**config.mk**
```make
export PLATFORM = sky130hd
export DESIGN_NAME = aes_cipher_arbiter_flat
export DESIGN_NICKNAME = d
export VERILOG_FILES = /design/src/rtl/aes_cipher_arbiter_if.sv /design/src/rtl/aes_cipher_arbiter.sv /design/src/flat_wrapper.sv
export SDC_FILE = /design/constraint.sdc
export NUM_CORES = 1
export LEC_CHECK = 0
export CAP_MARGIN = 20
export CORE_AREA = 2 2 398 400
export CTS_BUF_LIST = sky130_fd_sc_hd__clkbuf_4
export DETAILED_ROUTE_END_ITERATION = 8
export DIE_AREA = 0 0 400 402
export PLACE_DENSITY = 0.3
export SYNTH_ARGS = -nofsm -noshare
export SYNTH_HDL_FRONTEND = slang
export SYNTH_SLANG_ARGS = --single-unit
```
**constraint.sdc**
```tcl
create_clock -name clk -period 2.1 [get_ports clk]
set_input_delay 0.21 -clock clk [delete_from_list [all_inputs] [get_ports clk]]
set_output_delay 0.21 -clock clk [all_outputs]
set_load 0.02 [all_outputs]
```
**src/rtl/aes_cipher_arbiter_if.sv**
```systemverilog
// Request, core and response signals shared by the AES arbiter and its
// environment.
interface aes_cipher_arbiter_if;
    logic         req0_valid;
    logic         req0_ready;
    logic [127:0] req0_key;
    logic [127:0] req0_text;
    logic         req1_valid;
    logic         req1_ready;
    logic [127:0] req1_key;
    logic [127:0] req1_text;
    logic         core_ld;
    logic [127:0] core_key;
    logic [127:0] core_text_in;
    logic         core_done;
    logic [127:0] core_text_out;
    logic         rsp_valid;
    logic         rsp_ready;
    logic [127:0] rsp_data;
    logic         rsp_id;
    logic         rsp_err;
    logic         busy;

    modport slave (
        input  req0_valid, req0_key, req0_text,
        input  req1_valid, req1_key, req1_text,
        input  core_done, core_text_out, rsp_ready,
        output req0_ready, req1_ready,
        output core_ld, core_key, core_text_in,
        output rsp_valid, rsp_data, rsp_id, rsp_err, busy
    );

    modport master (
        output req0_valid, req0_key, req0_text,
        output req1_valid, req1_key, req1_text,
        output core_done, core_text_out, rsp_ready,
        input  req0_ready, req1_ready,
        input  core_ld, core_key, core_text_in,
        input  rsp_valid, rsp_data, rsp_id, rsp_err, busy
    );
endinterface

```
**src/rtl/aes_cipher_arbiter.sv**
```systemverilog
// Round-robin sharing of one AES-128 core between two requesters,
// with a timeout guard and a tagged valid/ready response channel.
module aes_cipher_arbiter #(
    parameter int unsigned TIMEOUT = 32,
    parameter int unsigned CNT_W   = 8
) (
    input  logic                 clk,
    input  logic                 rst,
    aes_cipher_arbiter_if.slave  bus
);

    typedef enum logic [1:0] {
        S_IDLE,
        S_LOAD,
        S_BUSY,
        S_RESP
    } state_e;

    localparam logic [CNT_W-1:0] CNT_LAST = CNT_W'(TIMEOUT - 1);

    state_e           state_q, state_d;
    logic             last_grant_q, last_grant_d;
    logic [CNT_W-1:0] cnt_q, cnt_d;
    logic [127:0]     key_q, key_d;
    logic [127:0]     text_q, text_d;
    logic [127:0]     data_q, data_d;
    logic             id_q, id_d;
    logic             err_q, err_d;

    logic grant;
    logic acc0;
    logic acc1;

    // A lone requester always wins; a tie goes to the port not served last.
    always_comb begin
        grant = bus.req1_valid;
        if (bus.req0_valid && bus.req1_valid) begin
            grant = ~last_grant_q;
        end
    end

    assign acc0 = (state_q == S_IDLE) && !grant && bus.req0_valid;
    assign acc1 = (state_q == S_IDLE) && grant && bus.req1_valid;

    always_comb begin
        state_d      = state_q;
        last_grant_d = last_grant_q;
        cnt_d        = cnt_q;
        key_d        = key_q;
        text_d       = text_q;
        data_d       = data_q;
        id_d         = id_q;
        err_d        = err_q;
        unique case (state_q)
            S_IDLE: begin
                if (acc0 || acc1) begin
                    key_d   = acc1 ? bus.req1_key : bus.req0_key;
                    text_d  = acc1 ? bus.req1_text : bus.req0_text;
                    id_d    = acc1;
                    state_d = S_LOAD;
                end
            end
            S_LOAD: begin
                cnt_d   = '0;
                state_d = S_BUSY;
            end
            S_BUSY: begin
                cnt_d = cnt_q + 1'b1;
                if (bus.core_done) begin
                    data_d  = bus.core_text_out;
                    err_d   = 1'b0;
                    state_d = S_RESP;
                end else if (cnt_q == CNT_LAST) begin
                    data_d  = '0;
                    err_d   = 1'b1;
                    state_d = S_RESP;
                end
            end
            S_RESP: begin
                if (bus.rsp_ready) begin
                    last_grant_d = id_q;
                    state_d      = S_IDLE;
                end
            end
            default: begin
                state_d = S_IDLE;
            end
        endcase
    end

    always_ff @(posedge clk) begin
        if (rst) begin
            state_q      <= S_IDLE;
            last_grant_q <= 1'b1;
            cnt_q        <= '0;
            key_q        <= '0;
            text_q       <= '0;
            data_q       <= '0;
            id_q         <= 1'b0;
            err_q        <= 1'b0;
        end else begin
            state_q      <= state_d;
            last_grant_q <= last_grant_d;
            cnt_q        <= cnt_d;
            key_q        <= key_d;
            text_q       <= text_d;
            data_q       <= data_d;
            id_q         <= id_d;
            err_q        <= err_d;
        end
    end

    assign bus.req0_ready   = acc0;
    assign bus.req1_ready   = acc1;
    assign bus.core_ld      = (state_q == S_LOAD);
    assign bus.core_key     = key_q;
    assign bus.core_text_in = text_q;
    assign bus.rsp_valid    = (state_q == S_RESP);
    assign bus.rsp_data     = data_q;
    assign bus.rsp_id       = id_q;
    assign bus.rsp_err      = err_q;
    assign bus.busy         = (state_q != S_IDLE);

endmodule
```
**src/flat_wrapper.sv**
```systemverilog
// flat-port wrapper written by rule: the top's interface ports become plain ports
module aes_cipher_arbiter_flat 
#(
    parameter int unsigned TIMEOUT = 32,
    parameter int unsigned CNT_W   = 8
)
  (clk, rst, bus_req0_valid, bus_req0_key, bus_req0_text, bus_req1_valid, bus_req1_key, bus_req1_text, bus_core_done, bus_core_text_out, bus_rsp_ready, bus_req0_ready, bus_req1_ready, bus_core_ld, bus_core_key, bus_core_text_in, bus_rsp_valid, bus_rsp_data, bus_rsp_id, bus_rsp_err, bus_busy);
  aes_cipher_arbiter_if bus_i ();
  input  logic clk;
  input  logic rst;
  input wire logic [$bits(bus_i.req0_valid)-1:0] bus_req0_valid;
  input wire logic [$bits(bus_i.req0_key)-1:0] bus_req0_key;
  input wire logic [$bits(bus_i.req0_text)-1:0] bus_req0_text;
  input wire logic [$bits(bus_i.req1_valid)-1:0] bus_req1_valid;
  input wire logic [$bits(bus_i.req1_key)-1:0] bus_req1_key;
  input wire logic [$bits(bus_i.req1_text)-1:0] bus_req1_text;
  input wire logic [$bits(bus_i.core_done)-1:0] bus_core_done;
  input wire logic [$bits(bus_i.core_text_out)-1:0] bus_core_text_out;
  input wire logic [$bits(bus_i.rsp_ready)-1:0] bus_rsp_ready;
  output wire logic [$bits(bus_i.req0_ready)-1:0] bus_req0_ready;
  output wire logic [$bits(bus_i.req1_ready)-1:0] bus_req1_ready;
  output wire logic [$bits(bus_i.core_ld)-1:0] bus_core_ld;
  output wire logic [$bits(bus_i.core_key)-1:0] bus_core_key;
  output wire logic [$bits(bus_i.core_text_in)-1:0] bus_core_text_in;
  output wire logic [$bits(bus_i.rsp_valid)-1:0] bus_rsp_valid;
  output wire logic [$bits(bus_i.rsp_data)-1:0] bus_rsp_data;
  output wire logic [$bits(bus_i.rsp_id)-1:0] bus_rsp_id;
  output wire logic [$bits(bus_i.rsp_err)-1:0] bus_rsp_err;
  output wire logic [$bits(bus_i.busy)-1:0] bus_busy;
  assign bus_i.req0_valid = bus_req0_valid;
  assign bus_i.req0_key = bus_req0_key;
  assign bus_i.req0_text = bus_req0_text;
  assign bus_i.req1_valid = bus_req1_valid;
  assign bus_i.req1_key = bus_req1_key;
  assign bus_i.req1_text = bus_req1_text;
  assign bus_i.core_done = bus_core_done;
  assign bus_i.core_text_out = bus_core_text_out;
  assign bus_i.rsp_ready = bus_rsp_ready;
  assign bus_req0_ready = bus_i.req0_ready;
  assign bus_req1_ready = bus_i.req1_ready;
  assign bus_core_ld = bus_i.core_ld;
  assign bus_core_key = bus_i.core_key;
  assign bus_core_text_in = bus_i.core_text_in;
  assign bus_rsp_valid = bus_i.rsp_valid;
  assign bus_rsp_data = bus_i.rsp_data;
  assign bus_rsp_id = bus_i.rsp_id;
  assign bus_rsp_err = bus_i.rsp_err;
  assign bus_busy = bus_i.busy;
  aes_cipher_arbiter #(.TIMEOUT(TIMEOUT), .CNT_W(CNT_W)) u_core (.clk(clk), .rst(rst), .bus(bus_i));
endmodule
```
==> parameters.txt, run 1 <==
Parameter                              Value

Outcome
  Result of the run ... finished, violations left
  Violated checks ... negative setup slack

Worst setup path
  Crit. End Element ... primary output
  Crit Path Category ... flip-flop to primary output
  Highest fanout seen on the critical path ... 2
  Length in cells of the worst reg-to-reg path ... 9
  WP data required ... 1.89 ns
  Arrival time reported for the critical path endpoint ... about 2.1 ns
  Sort of element at the start of the critical path ... flip-flop

Synth
  Post-synthesis net count ... 2439
  Proportion of netlist area held by the largest area contributor ... 50.7%
  Synthesis Warnings ... 0
  Count of different cell masters after synthesis ... 35
  Number of enable flip-flop cells after synthesis ... 0
  Sequential share of the synthesized area ... 50.7%
  Dominant synthesized flop cell ... dfxtp_1
  Gate count after technology mapping ... 1788
  Main area contributors after synthesis ... dfxtp_1 51%, a311oi_1 14%, nand2_1 12%, a22o_1 7.1%, nor2_1 6.3%
  Synth Register Bits ... just under 400
  Proportion of register bits with asynchronous set or reset after synthesis ... 0%
  Post-synthesis cell area ... 15700 sq um
  Cell accounting for the most synthesized area ... dfxtp_1
  Per-instance average area after synthesis ... 8.77 sq um

Placement
  Final weighted congestion in routability-driven placement ... 0.789
  Worst slack after detailed placement ... roughly 0.076 ns
  Count of buffers from port buffering ... 1036
  Hpwl dp ... 95200 microns

Finish
  Area occupied by multi-input gates ... around 6700 sq um
  Growth of design area from synthesis to finish ... 135%
  Fraction of layout instances using a drive strength above 1 ... 20.4%
  Area used by sequential logic in the layout ... 7990 sq um
  Fill cell total of the finished layout ... 17500
  Top library cells by usage in the layout, fill and taps aside ... 644 x dlygate4sd3_1, 644 x clkdlybuf4s50_1, 518 x nand2_1, 366 x dfxtp_1, 261 x nor2_1
  Final standard cell utilization of the core ... 23.5%
  Fin nets ... 4219

Detailed routing
  Average wire per cell in the routed design ... 21.2 microns
  Count of antenna-violating nets left after detailed routing ... 0
  Drt first-iter violations ... slightly below 1000
  Total Routed Length ... 122000 microns
  Final routed DRC violation total ... 0
  Overall via count from detail_route ... between 20000 and 25000
  Post-DR vias/cell ... 3.60
  Pre-Repair DR Iteration Count ... 5

STA
  Post-route worst setup slack ... -0.195 ns
  Post-route clock skew ... 0.0617 ns
  Max Clock Freq ... around 0.44 GHz
  RSZ-0062 raised after global routing ... yes
  Final count of hold timing violations ... 0
  Total count of max-transition violations in the final report ... 0
  Worst slew margin relative to its limit ... 50.6%
  Tmin final ... 2.30 ns
  Number of failing setup endpoints in the final timing report ... 3
  Final setup TNS ... -0.403 ns
  Slew at the pin closest to its max-slew limit ... ~0.74 ns
  Period Utilization, post-route ... 109%

Floorplan
  Core footprint ... roughly 160000 sq um
  Vert. Die Dim ... roughly 400 microns
  Die Width ... 400 microns
  Site Rows ... 146
  Boundary Pins ... 1037
  Die ar. ... 161000 sq um
  Initial standard-cell utilization of the core ... 9.98%

Min path
  Number of cells on the worst hold path ... 4
  Kind of path behind the tightest hold check ... primary input to flip-flop

Clock network
  Max H-tree Level ... 4
  # clock sinks ... 397
  Buffer cell driving the clock tree root ... clkbuf_4
  Clock transition at the registers of the reported paths ... 0.06 ns
  TritonCTS clock tree ... yes
  Worst-skew pair later-pin latency ... 1.07 ns
  Longest Clk Path Bufs ... 3
  Inserted Clock Buffers ... 140

Global route
  Overflow left after global routing ... 0
  First-pass GRT wire length ... 168000 microns
  Antenna violations before repair ... 37
  Largest net degree at the start of global routing ... 88
  Vias in the first global route ... 22500
  GRT Resource Usage Total ... 14.6%

Pwr
  Worst IR Drop VDD ... 0.403 mV
  Leakage power ... around 14 nW
  Power per Cell Area ... approximately 910 nW/um^2

Flow run
  Number of max-cap violations ... 0
[worst max-delay path, cell delays in order, from the launching register on]
cell     delay, ns
dfxtp_2       0.33
inv_2         0.08
ha_4          0.15
buf_6         0.10
nand3_4       0.09
buf_16        0.17
inv_8         0.05
buf_12        0.09
[stage by stage]
step	power, mW	instances	instance area [sq um]	hold WS, ns
detailed placement	23.9	4838	29000	0.456
global placement	24.0	4838	29000	0.458
global route	35.8	5754	36900	0.0751
CTS	34.5	5727	36900	0.00339
finish	33.7	5760	36900	0.255
floorplan	16.2	1788	15700	0.306
[synthesized netlist by cell type, drive strengths merged (2+ instances only)]
cell type and number:
a21oi 8, a22o 128, buf 114, dfxtp 397, xor2 4, a311oi 256, nor2 262, a211oi 2
inv 6, clkbuf 60, or3 2, nand4 3, ha 5, o21ai 3, nand2 519, a21o 2
nand2b 4, and3 2, nand3 2
[flip-flops by register name, summed over array words and instances, names as in the netlist]
signal,flops
u_core.bus.core_key,128
u_core.bus.core_text_in,128
u_core.bus.rsp_data,128
u_core.cnt_q,8
u_core.state_q,2
u_core.bus.rsp_err,1
u_core.bus.rsp_id,1
u_core.last_grant_q,1
[report_power, final]
part / total [mW] / switching, mW / internal [mW]
Clock: 9.46 / 4.28 / 5.18
Combinational: 14.2 / 7.87 / 6.30
Sequential: 10.1 / 0.971 / 9.09
[what timing repair did]
action,in CTS,in global routing
endpoints found under the hold margin,397,0
resized for setup,1399,39
cloned,2,0
pin swaps,2,2
setup endpoints to repair,391,70
setup buffers,10,6
hold buffers,644,0
[final timing paths]
path / end / slack (ns) / from
setup reg to reg: u_core.bus.core_text_in[44] / 0.03 / u_core.state_q[1]
hold / removal: u_core.cnt_q[4] / 0.26 / rst
setup / recovery: bus_req1_ready / -0.20 / u_core.state_q[0]
hold reg to reg: u_core.bus.rsp_data[88] / 0.47 / u_core.bus.rsp_data[88]
[kinds of logic (layout without fill, tap and decap cells)]
family	count (synthesis)	in the layout	share of synthesized area, %
adders and majority gates	5	5	0.399
xor gates and xnor gates	4	4	0.223
buffers and inverters	180	2052	6.85
muxes	1	1	0.0638
DFF	397	397	50.7
other	0	28	0
AOI/OAI and AO/OA	401	401	22.2
and+or+nand+nor	800	800	19.6
[layer usage]
layer | vias up | global-route usage, % | wire [microns]
li1 | 10000 | - | -
met1 | 9701 | 16.8 | 49900
met2 | 821 | 25.5 | 59900
met3 | 189 | 4.70 | 8860
met4 | 2 | 4.30 | 3180
met5 | - | 0 | 7
[cell type report]
cell class / count / share of cell area, %
repair buffers: 1812 / 47.8
flip-flops and latches: 397 / 21.6
multi-input cells: 1211 / 18.3
well taps: 2072 / 7.02
clock buffers: 211 / 4.29
clock inverters: 23 / 0.712
diodes: 28 / 0.190
inverters: 6 / 0.0881
Power figures use the tool's default switching activity.
==> run 2: changes to the inputs <==
--- a/config.mk
+++ b/config.mk
@@ -5,11 +5,13 @@
 export SDC_FILE = /design/constraint.sdc
 export NUM_CORES = 1
 export LEC_CHECK = 0
+export ABC_AREA = 1
 export CAP_MARGIN = 20
-export CORE_AREA = 2 2 398 400
+export CORE_AREA = 4 4 400 402
 export CTS_BUF_LIST = sky130_fd_sc_hd__clkbuf_4
+export CTS_CLUSTER_DIAMETER = 120
 export DETAILED_ROUTE_END_ITERATION = 8
-export DIE_AREA = 0 0 400 402
+export DIE_AREA = 0 0 404 406
 export PLACE_DENSITY = 0.3
 export SYNTH_ARGS = -nofsm -noshare
 export SYNTH_HDL_FRONTEND = slang
==> parameters.txt, run 2 <==
Parameter                              Value

Outcome
  Result of the run ... finished, violations left (unchanged)
  Violated checks ... negative setup slack (unchanged)

Placement
  Count of buffers from port buffering ... 1036 (unchanged)
  Final weighted congestion in routability-driven placement ... 0.825 (was 0.789)
  Hpwl dp ... 98300 microns (was 95200 microns)
  Area post-placement ... 29400 sq um (was 29000 sq um)

STA
  Slew at the pin closest to its max-slew limit ... 0.780 ns (was 0.741 ns)
  Post-route worst setup slack ... -0.432 ns (was -0.195 ns)
  Final count of hold timing violations ... 0 (unchanged)
  Period Utilization, post-route ... 121% (was 109%)
  Max Clock Freq ... 0.395 GHz (was 0.436 GHz)
  Total count of max-transition violations in the final report ... 0 (unchanged)
  Tmin final ... 2.53 ns (was 2.30 ns)
  Hold Worst Slack ... 0.249 ns (was 0.255 ns)
  Number of failing setup endpoints in the final timing report ... 5 (was 3)
  Final setup TNS ... -1.02 ns (was -0.403 ns)
  Worst slew margin relative to its limit ... 47.8% (was 50.6%)
  RSZ-0062 raised after global routing ... yes (unchanged)
  Post-route clock skew ... 0.128 ns (was 0.0617 ns)

Worst setup path
  CP max stage delay ... 0.35 ns (was 0.33 ns)
  Sort of element at the start of the critical path ... flip-flop (unchanged)
  Max stage delay cell, worst path ... dfxtp_2 (unchanged)
  Crit Path Category ... flip-flop to primary output (unchanged)
  Buffers & Inverters on Critical Path ... 6 (was 5)
  WP data required ... 1.89 ns (about the same)
  Arrival time reported for the critical path endpoint ... 2.32 ns (was 2.09 ns)
  Cells along the critical path ... inv_2, ha_4, nand3_4, buf_12, inv_16, buf_16, buf_8, buf_6 (was inv_2, ha_4, buf_6, nand3_4, buf_16, inv_8, buf_12)
  Crit. End Element ... primary output (unchanged)
  Highest fanout seen on the critical path ... 2 (unchanged)
  Kind of cell with the highest combined delay on the critical path ... buffers and inverters (unchanged)

Floorplan
  Site Rows ... 145 (was 146)
  Initial standard-cell utilization of the core ... 10.0% (was 9.98%)
  Die ar. ... 164000 sq um (was 161000 sq um)
  Core footprint ... 156000 sq um (was 157000 sq um)
  Vert. Die Dim ... 406 microns (was 402 microns)
  Boundary Pins ... 1037 (unchanged)
  Die Width ... 404 microns (was 400 microns)

Finish
  Fill cell total of the finished layout ... 17400 (was 17500)
  Commonest non-fill, non-tap cell in the layout ... nand2_1
  Area used by sequential logic in the layout ... 7980 sq um (was 7990 sq um)
  Fin nets ... 4553 (was 4219)
  Area occupied by multi-input gates ... 6890 sq um (was 6740 sq um)
  Final instance area ... 37500 sq um (was 36900 sq um)
  Top library cells by usage in the layout, fill and taps aside ... 794 x nand2_1, 665 x dlygate4sd3_1, 644 x clkdlybuf4s50_1, 373 x dfxtp_1, 265 x nand3_1 (was 644 x dlygate4sd3_1, 644 x clkdlybuf4s50_1, 518 x nand2_1, 366 x dfxtp_1, 261 x nor2_1)
  Fraction of layout instances using a drive strength above 1 ... 20.1% (was 20.4%)
  Growth of design area from synthesis to finish ... 140% (was 135%)

Clock network
  Max H-tree Level ... 4 (unchanged)
  Longest Clk Path Bufs ... 3 (unchanged)
  Inserted Clock Buffers ... 143 (was 140)
  Clock transition at the registers of the reported paths ... 0.06 ns (about the same)
  # clock sinks ... 397 (unchanged)
  TritonCTS clock tree ... yes (unchanged)
  Worst-skew pair later-pin latency ... 1.10 ns (was 1.07 ns)
  Buffer cell driving the clock tree root ... clkbuf_4 (unchanged)

Detailed routing
  Final routed DRC violation total ... 0 (unchanged)
  Pre-Repair DR Iteration Count ... 6 (was 5)
  Drt first-iter violations ... 1088 (was 987)
  Overall via count from detail_route ... 22400 (was 20700)
  Average wire per cell in the routed design ... 21.2 microns (about the same)
  Post-DR vias/cell ... 3.67 (was 3.60)
  Total Routed Length ... 129000 microns (was 122000 microns)
  Count of antenna-violating nets left after detailed routing ... 0 (unchanged)

Synth
  Proportion of register bits with asynchronous set or reset after synthesis ... 0% (unchanged)
  Dominant synthesized flop cell ... dfxtp_1 (unchanged)
  Main area contributors after synthesis ... dfxtp_1 51%, nand2_1 19%, a31oi_1 10%, nand3_1 8.5%, a21oi_1 4.5% (was dfxtp_1 51%, a311oi_1 14%, nand2_1 12%, a22o_1 7.1%, nor2_1 6.3%)
  Leading cell type by number of instances after synthesis ... nand2_1 (unchanged)
  Synth Register Bits ... 397 (unchanged)
  Cell accounting for the most synthesized area ... dfxtp_1 (unchanged)
  Proportion of netlist area held by the largest area contributor ... 50.8% (was 50.7%)
  Post-synthesis net count ... 2738 (was 2439)
  Most frequent cells after synthesis ... 798 x nand2_1, 397 x dfxtp_1, 266 x nand3_1 (was 519 x nand2_1, 397 x dfxtp_1, 262 x nor2_1)
  Post-synthesis cell area ... 15700 sq um (about the same)
  Count of different cell masters after synthesis ... 16 (was 35)
  Gate count after technology mapping ... 2087 (was 1788)
  Per-instance average area after synthesis ... 7.50 sq um (was 8.77 sq um)
  Sequential share of the synthesized area ... 50.8% (was 50.7%)
  Number of enable flip-flop cells after synthesis ... 0 (unchanged)
  Synthesis Warnings ... 0 (unchanged)

Pwr
  Leakage power ... 14.3 nW (was 14.5 nW)
  Total power draw ... 34.6 mW (was 33.7 mW)
  Part of the total power dissipated in sequential elements ... 29.0% (was 29.9%)
  Portion of total power attributed to combinational logic ... 43.9% (was 42.1%)
  Net switching component of the power ... 13.9 mW (was 13.1 mW)
  Cell Int Power ... 20.7 mW (was 20.6 mW)
  Worst IR Drop VDD ... 0.336 mV (was 0.403 mV)
  Power per Cell Area ... 921 nW/um^2 (was 912 nW/um^2)
  Sw Ratio ... 40.1% (was 38.9%)
  Proportion of power drawn by the clock network ... 27.1% (was 28.1%)

Global route
  Vias in the first global route ... 23700 (was 22500)
  Antenna violations before repair ... 54 (was 37)
  Overflow left after global routing ... 0 (unchanged)
  First-pass GRT wire length ... 176000 microns (was 168000 microns)
  Largest net degree at the start of global routing ... 89 (was 88)
  GRT Resource Usage Total ... 14.9% (was 14.6%)

Flow run
  Number of max-cap violations ... 0 (unchanged)

Min path
  Kind of path behind the tightest hold check ... primary input to flip-flop (unchanged)
## run 2: metal layers
metal	track usage, %	wire (microns)
met1	17.0	51800
met2	25.6	62100
met3	5.80	10800
met4	5.05	4230
met5	0	72
## run 2: layout make-up
cell class | count | area share (%)
Clock buffer | 220 | 4.40
Antenna cell | 41 | 0.273
Inverter | 20 | 0.340
Multi-Input combinational cell | 1487 | 18.4
Tap cell | 2058 | 6.86
Timing Repair Buffer | 1853 | 48.0
Sequential cell | 397 | 21.3
Clock inverter | 24 | 0.537
## run 2: repair_timing
item	in CTS	in global routing
pin swaps	2	8
endpoints found under the setup margin	506	92
cloned	3	5
gates resized for setup	1658	22
hold buffers	666	0
setup buffers	17	8
endpoints found under the hold margin	397	0
## run 2: power groups by stage
stage	combinational, mW	sequential [mW]	clock, mW
detailed placement	14.1	10.2	0
global route	16.3	10.2	10.3
global placement	14.2	10.2	0
floorplan	4.03	11.8	0
CTS	15.0	10.0	9.97
finish	15.2	10.0	9.38
## run 2: logic make-up (layout without fill, tap and decap cells)
kind of cell / Yosys count / count (layout) / synth area share, %
simple gates: 1082 / 1082 / 28.1
compound gates: 400 / 400 / 14.8
flops: 397 / 397 / 50.8
buf+inv: 203 / 2117 / 5.87
fa+ha+maj: 5 / 5 / 0.400
other cells: 0 / 41 / 0
## run 2: path summary, 6_finish.rpt
kind / start / to / slack [ns] / depth (start not counted)
setup reg to reg: u_core.state_q[1] / u_core.bus.core_text_in[102] / 0.09 / 10
setup / recovery: u_core.state_q[1] / bus_req1_ready / -0.43 / 8
hold reg to reg: u_core.bus.rsp_err / u_core.bus.rsp_err / 0.45 / 2
hold / removal: bus_core_text_out[46] / u_core.bus.rsp_data[46] / 0.25 / 4
## run 2: tightest hold or removal path, cell delays in order
cell and delay, ns:
dlygate4sd3_1 0.53, clkdlybuf4s50_1 0.43, nand2_1 0.07, a21oi_1 0.05
## run 2: per-stage QoR
step	setup slack [ns]	instances	utilization, %
after detailed placement	-0.0325	5122	18.8
final	-0.432	6100	24.1
after global routing	-0.730	6089	24.0
after global placement	0.00437	5122	18.8
after CTS	-0.704	6049	23.8
after floorplan	0.552	2087	-
==> run 3: changes to the inputs <==
--- a/config.mk
+++ b/config.mk
@@ -6,7 +6,6 @@
 export NUM_CORES = 1
 export LEC_CHECK = 0
 export ABC_AREA = 1
-export CAP_MARGIN = 20
 export CORE_AREA = 4 4 400 402
 export CTS_BUF_LIST = sky130_fd_sc_hd__clkbuf_4
 export CTS_CLUSTER_DIAMETER = 120
==> results of run 3 <==
No change in the layout: final DEF, timing and power equal those of run 2.
